`config.mk`:
```
export PLATFORM = sky130hd
export DESIGN_NAME = seq_alu
export DESIGN_NICKNAME = d
export VERILOG_FILES = /design/src/rtl/seq_alu.sv
export SDC_FILE = /design/constraint.sdc
export NUM_CORES = 2
export LEC_CHECK = 0
export CORE_UTILIZATION = 60
export CTS_CLUSTER_DIAMETER = 120
export DETAILED_ROUTE_END_ITERATION = 10
export GPL_TIMING_DRIVEN = 0
export MAX_ROUTING_LAYER = met4
export PLACE_DENSITY = 0.77
export REMOVE_ABC_BUFFERS = 1
export SYNTH_ARGS = -nofsm -noshare
export SYNTH_HDL_FRONTEND = slang
export SYNTH_SLANG_ARGS = --single-unit
```
`constraint.sdc`:
```
create_clock -name clk -period 9.3 [get_ports clk]
set_input_delay 2.79 -clock clk [delete_from_list [all_inputs] [get_ports clk]]
set_output_delay 2.79 -clock clk [all_outputs]
set_load 0.02 [all_outputs]
```
`src/rtl/seq_alu.sv`:
```
// Sequential ALU: single-cycle logic/arith/shift/rotate ops, plus iterative signed
// MUL and DIV that return a 2*WIDTH result through a start/busy/done handshake.
module seq_alu #(
    parameter int WIDTH = 32,
    parameter int SHW   = $clog2(WIDTH)
) (
    input  logic                 clk,
    input  logic                 reset,
    input  logic                 start,
    input  logic [4:0]           opperation_signal,
    input  logic [WIDTH-1:0]     A,
    input  logic [WIDTH-1:0]     B,
    output logic                 busy,
    output logic                 done,
    output logic [2*WIDTH-1:0]   C,
    output logic                 div_by_zero
);

    localparam logic [4:0] OP_ADD  = 5'b00101;
    localparam logic [4:0] OP_SUB  = 5'b00110;
    localparam logic [4:0] OP_AND  = 5'b00111;
    localparam logic [4:0] OP_OR   = 5'b01000;
    localparam logic [4:0] OP_SHR  = 5'b01001;
    localparam logic [4:0] OP_SHL  = 5'b01010;
    localparam logic [4:0] OP_ROR  = 5'b01011;
    localparam logic [4:0] OP_ROL  = 5'b01100;
    localparam logic [4:0] OP_ADDI = 5'b01101;
    localparam logic [4:0] OP_ANDI = 5'b01110;
    localparam logic [4:0] OP_ORI  = 5'b01111;
    localparam logic [4:0] OP_MUL  = 5'b10000;
    localparam logic [4:0] OP_DIV  = 5'b10001;
    localparam logic [4:0] OP_NEG  = 5'b10010;
    localparam logic [4:0] OP_NOT  = 5'b10011;
    localparam logic [4:0] OP_INC  = 5'b11111;

    // The extra count value after the last shift step is the sign-fixup cycle.
    localparam logic [SHW:0] LAST_STEP = (SHW+1)'(WIDTH);

    typedef enum logic [1:0] {IDLE, RUN, DONE} state_t;

    state_t               stateQ, stateD;
    logic [4:0]           opQ, opD;
    logic [SHW:0]         cntQ, cntD;
    logic [2*WIDTH-1:0]   workAQ, workAD;
    logic [WIDTH-1:0]     workBQ, workBD;
    logic [2*WIDTH-1:0]   accQ, accD;
    logic                 signResQ, signResD;
    logic                 signRemQ, signRemD;
    logic [2*WIDTH-1:0]   resultQ, resultD;
    logic                 dbzQ, dbzD;

    logic [WIDTH-1:0]     singleRes;
    logic [WIDTH-1:0]     absA, absB;
    logic [2*WIDTH-1:0]   rorWide, rolWide;
    logic                 bTooBig;
    logic                 accept;
    logic                 isIterative;
    logic [WIDTH:0]       remShift, divisorExt, remSub;
    logic [WIDTH-1:0]     quotMag, remMag;

    assign busy        = (stateQ == RUN);
    assign done        = (stateQ == DONE);
    assign C           = resultQ;
    assign div_by_zero = dbzQ;

    assign accept      = start && (stateQ != RUN);
    assign isIterative = (opperation_signal == OP_MUL) ||
                         ((opperation_signal == OP_DIV) && (B != '0));

    // Result of the one-cycle opcodes, computed straight from the live operands.
    always_comb begin
        singleRes = '0;
        absA      = A[WIDTH-1] ? (~A + WIDTH'(1)) : A;
        absB      = B[WIDTH-1] ? (~B + WIDTH'(1)) : B;
        bTooBig   = |B[WIDTH-1:SHW];
        rorWide   = {A, A} >> B[SHW-1:0];
        rolWide   = {A, A} << B[SHW-1:0];
        case (opperation_signal)
            OP_ADD, OP_ADDI: singleRes = A + B;
            OP_SUB:          singleRes = A - B;
            OP_AND, OP_ANDI: singleRes = A & B;
            OP_OR,  OP_ORI:  singleRes = A | B;
            OP_SHR:          singleRes = bTooBig ? '0 : (A >> B[SHW-1:0]);
            OP_SHL:          singleRes = bTooBig ? '0 : (A << B[SHW-1:0]);
            OP_ROR:          singleRes = rorWide[WIDTH-1:0];
            OP_ROL:          singleRes = rolWide[2*WIDTH-1:WIDTH];
            OP_NEG:          singleRes = ~A + WIDTH'(1);
            OP_NOT:          singleRes = ~A;
            OP_INC:          singleRes = A + WIDTH'(1);
            default:         singleRes = '0;
        endcase
    end

    // One restoring-division step: shift the next dividend bit into the remainder.
    always_comb begin
        remShift   = {accQ[WIDTH-1:0], workAQ[WIDTH-1]};
        divisorExt = {1'b0, workBQ};
        remSub     = remShift - divisorExt;
        quotMag    = workAQ[WIDTH-1:0];
        remMag     = accQ[WIDTH-1:0];
    end

    // Next-state logic: operand capture on accept, one iteration per RUN cycle.
    always_comb begin
        stateD   = stateQ;
        opD      = opQ;
        cntD     = cntQ;
        workAD   = workAQ;
        workBD   = workBQ;
        accD     = accQ;
        signResD = signResQ;
        signRemD = signRemQ;
        resultD  = resultQ;
        dbzD     = dbzQ;
        case (stateQ)
            IDLE, DONE: begin
                if (accept) begin
                    opD  = opperation_signal;
                    dbzD = 1'b0;
                    if (isIterative) begin
                        stateD   = RUN;
                        cntD     = '0;
                        workAD   = {{WIDTH{1'b0}}, absA};
                        workBD   = absB;
                        accD     = '0;
                        signResD = A[WIDTH-1] ^ B[WIDTH-1];
                        signRemD = A[WIDTH-1];
                    end else if (opperation_signal == OP_DIV) begin
                        stateD  = DONE;
                        resultD = {A, {WIDTH{1'b1}}};
                        dbzD    = 1'b1;
                    end else begin
                        stateD  = DONE;
                        resultD = {{WIDTH{1'b0}}, singleRes};
                    end
                end else if (stateQ == DONE) begin
                    stateD = IDLE;
                end
            end
            RUN: begin
                if (cntQ == LAST_STEP) begin
                    stateD = DONE;
                    if (opQ == OP_MUL) begin
                        resultD = signResQ ? -accQ : accQ;
                    end else begin
                        resultD = {(signRemQ ? -remMag : remMag),
                                   (signResQ ? -quotMag : quotMag)};
                    end
                end else begin
                    cntD = cntQ + (SHW+1)'(1);
                    if (opQ == OP_MUL) begin
                        if (workBQ[0]) begin
                            accD = accQ + workAQ;
                        end
                        workAD = workAQ << 1;
                        workBD = workBQ >> 1;
                    end else begin
                        accD = '0;
                        if (remShift >= divisorExt) begin
                            accD[WIDTH:0] = remSub;
                            workAD = {{WIDTH{1'b0}}, workAQ[WIDTH-2:0], 1'b1};
                        end else begin
                            accD[WIDTH:0] = remShift;
                            workAD = {{WIDTH{1'b0}}, workAQ[WIDTH-2:0], 1'b0};
                        end
                    end
                end
            end
            default: stateD = IDLE;
        endcase
    end

    // State and datapath registers with synchronous reset.
    always_ff @(posedge clk) begin
        if (reset) begin
            stateQ   <= IDLE;
            opQ      <= '0;
            cntQ     <= '0;
            workAQ   <= '0;
            workBQ   <= '0;
            accQ     <= '0;
            signResQ <= 1'b0;
            signRemQ <= 1'b0;
            resultQ  <= '0;
            dbzQ     <= 1'b0;
        end else begin
            stateQ   <= stateD;
            opQ      <= opD;
            cntQ     <= cntD;
            workAQ   <= workAD;
            workBQ   <= workBD;
            accQ     <= accD;
            signResQ <= signResD;
            signRemQ <= signRemD;
            resultQ  <= resultD;
            dbzQ     <= dbzD;
        end
    end

endmodule

```
==> metrics.csv <==
stage,metric,value,unit
place,DP Area,30500,um^2
worst_hold_path,worst hold path type,register to register,
clocking,Post-CTS Resized,0,
worst_hold_path,WHS Endpoint,C[14]$_SDFFE_PP0P_,
synth,"Warnings, synthesis",0,
sta,slew margin rel.,-11.8,%
clocking,clock sinks,240,
setup_path,Worst Setup SP,opperation_signal[0],
run_status,status,finished with violations,
finish,share of cells above drive strength 1,6.92,%
sta,"Hold Vio Cnt, Final",0,
sta,Setup Skew,0.0494,ns
routing,met1 WL,49.0,mm
finish,synthesis-to-layout area growth,8.79,%
floorplanning,die footprint,49200,um^2
clocking,CTS tree,built,
setup_path,CP max stage delay,1.27,ns
run_status,failing checks,"max-capacitance violations, max-slew violations, negative setup slack",
clocking,"Reg clk slew, reported paths",0.07,ns
setup_path,reg2reg start,stateQ[0]$_SDFFE_PP0P_,
routing,First DRT Iteration DRCs,5889,
finish,Finished Core Util,66.1,%
synth,cell count after synthesis,4089,
clocking,Setup Buffers After CTS,0,
sta,TNS Setup,-0.398,ns
place,Placer Congestion,1.09,
routing,routed len/inst,28.3,um
sta,Final WS setup,-0.398,ns
clocking,Skew-Pair Late Insertion Delay,0.63,ns
pwr,total power,3.69,mW
synth,register bit total from synthesis,240,
synth,synth unique cells,102,
clocking,H-tree levels,1,
place,Detail Placement HPWL,93.7,mm
synth,Avg Inst Size Synth,7.09,um^2
synth,Post-Syn Area,29000,um^2
synth,asr flop ratio synth,0,%
routing,uppermost routed layer,met4,
clocking,Hold Buf Count CTS,0,
synth,"Seq/Total Area, Yosys",16.6,%
floorplanning,initial core utilization,60.8,%
place,placed cells,4533,
worst_hold_path,min-delay src,C[14]$_SDFFE_PP0P_,
routing,1st-pass router iterations,7,
sta,"Setup violations, final",1,
pwr,Leak,12.4,nW
synth,dominant cell type by area after synthesis,dfxtp_1,
floorplanning,Die Ht,222,um
synth,Synth top area share,16.6,%
pwr,Max VDD drop,157,uV
global_routing,first-pass GRT wire length,191,mm
finish,"commonest non-fill, non-tap cell in the layout",nand2_1,
routing,drt via density,7.31,
setup_path,CP Capture Type,register,
finish,design area,31600,um^2
global_routing,initial antenna violation count,5,
setup_path,crit path cell chain,clkdlybuf4s50_1 > nand2b_1 > or4b_2 > nor2_1 > o21ai_0 > o21ai_0 > ha_1 > a21oi_1 > nor3_1 > a2111oi_0 > o21ai_0 > nor4_1 > o311a_1 > o21ai_0,
clocking,clock tree buffer depth,3,
setup_path,R2R cell count,12,
setup_path,crit path DAT,10.20,ns
global_routing,GRT Overall Usage,52.5,%
global_routing,vias in the first global route,29942,
sta,Tmin final,9.70,ns
global_routing,remaining global-route overflow,0,
synth,Synth area leaders,"dfxtp_1 (17%), mux4_2 (7.1%), a21oi_1 (7.0%), nand2_1 (6.5%), nor2_1 (6.5%)",
place,IO buf count,138,
setup_path,RR Endpoint,C[25]$_SDFFE_PP0P_,
setup_path,crit path max fanout,29,
setup_path,WS Path Type,primary input to register,
setup_path,slowest CP cell,a2111oi_0,
floorplanning,# rows,80,
worst_hold_path,hold path cells,2,
setup_path,WP data required,9.81,ns
floorplanning,die width,222,um
setup_path,Worst path top cell family by delay,simple AND/OR/NAND/NOR gates,
finish,nets,4169,
setup_path,startpoint types,primary input,
sta,RSZ-0062 raised after global routing,no,
synth,number of flops mapped to enable cells by yosys,0,
sta,fin crit share,104,%
routing,met3 WL,20.9,mm
finish,most frequent cells in the layout,"nand2_1 (500), nor2_1 (497), a21oi_1 (403)",
routing,met2 routed wirelength,50.4,mm
clocking,Root Buffer,clkbuf_16,
routing,DRC,0,
floorplanning,core area,47700,um^2
flow_run,max_cap viols,9,
floorplanning,IO Pins,139,
sta,FMAX,0.103,GHz
pwr,Power per Cell Area,117,nW/um^2
sta,Worst-Margin Slew,1.63,ns
setup_path,Reg2Reg Setup Slack,2.86,ns
synth,top_reg_cell synth,dfxtp_1,
routing,DRT antenna net count,0,
clocking,CTS buffer count,29,
routing,routed wire length,130,mm
sta,"Slew Viols, Final",152,
setup_path,"most used cell, CP",o21ai_0,
finish,post-route insts no fill,4594,
routing,Vias,33601,
global_routing,largest net degree at the start of global routing,101,
setup_path,WP buf/inv,1,
==> metrics by stage <==
step	setup slack, ns	hold WS [ns]
after global routing	0.00930	0.479
after detailed placement	-0.0132	0.445
final	-0.398	0.453
after floorplan	-0.447	0.430
after global placement	-7.87	0.438
after CTS	0.598	0.451
==> power breakdown <==
part	internal (mW)	switching, mW	total (mW)
Combinational	0.474	0.837	1.31
Clock	0.744	0.545	1.29
Sequential	1.05	0.0338	1.09
Total	2.27	1.42	3.69
==> logic make-up (layout without fill, tap and decap cells) <==
kind of cell	Yosys count	in the layout	synth area share [%]
compound gates	1325	1325	28.8
xor+xnor	305	305	9.21
fa+ha+maj	147	147	6.42
buf+inv	426	310	5.79
flops	240	240	16.6
mux	168	168	9.80
other cells	0	6	0
simple gates	1478	1478	23.4
==> worst max-delay path by stage <==
stage	endpoint	slack, ns	depth (start not counted)
detailed placement	C[25]$_SDFFE_PP0P_	-0.01	14
global route	C[25]$_SDFFE_PP0P_	0.009	14
CTS	C[25]$_SDFFE_PP0P_	0.60	14
floorplan	accQ[27]$_SDFFE_PP0P_	-0.45	10
global placement	accQ[25]$_SDFFE_PP0P_	-7.87	11
finish	C[25]$_SDFFE_PP0P_	-0.40	14
==> cells in the mapped netlist (16+ instances only) <==
cell type	number
nand2_1	501
nand4_1	37
nand2b_1	39
o21bai_1	21
xnor2_1	150
buf_2	34
and3_1	18
nor4_1	23
nor2_1	500
o21a_1	23
mux2i_1	69
o221ai_1	20
a31oi_1	31
a21o_1	86
buf_1	25
o41ai_1	16
a221oi_1	39
a22oi_1	32
and2_1	18
nor3_1	89
o211ai_1	41
nor2b_1	27
o31ai_1	25
clkbuf_1	273
o22ai_1	19
ha_1	144
or4_1	23
a21oi_1	405
dfxtp_1	240
or3_1	45
nand3_1	85
xor2_1	155
inv_1	84
o21ai_0	340
mux4_2	92
a211oi_1	101
==> metal layers <==
| layer | vias up | track usage, % |
|---|---|---|
| met4 | 0 | 30.6 |
| met1 | 15522 | 67.2 |
| met5 | - | - |
| met3 | 613 | 19.2 |
| li1 | 14661 | - |
| met2 | 2805 | 69.9 |
==> cell type report <==
cell class | count | area, um^2
Timing Repair Buffer | 168 | 1930
Inverter | 88 | 330
Sequential cell | 240 | 4810
Fill cell | 4227 | 16200
Antenna cell | 6 | 15.0
Tap cell | 615 | 769
Clock buffer | 35 | 778
Clock inverter | 19 | 272
Multi-Input combinational cell | 3423 | 22700
==> worst min-delay path: stages (launching register included) <==
cell and delay [ns]:
dfxtp_1 0.31, nand2_1 0.05, a21oi_1 0.05
==> flip-flops by register name (all words and copies together), names as in the netlist <==
| signal | flops |
|---|---|
| C | 64 |
| stateQ | 2 |
| signResQ | 1 |
| workBQ | 32 |
| div_by_zero | 1 |
| workAQ | 64 |
| cntQ | 6 |
| opQ | 5 |
| accQ | 64 |
| signRemQ | 1 |
No activity file was read; power rests on OpenSTA's default activity.
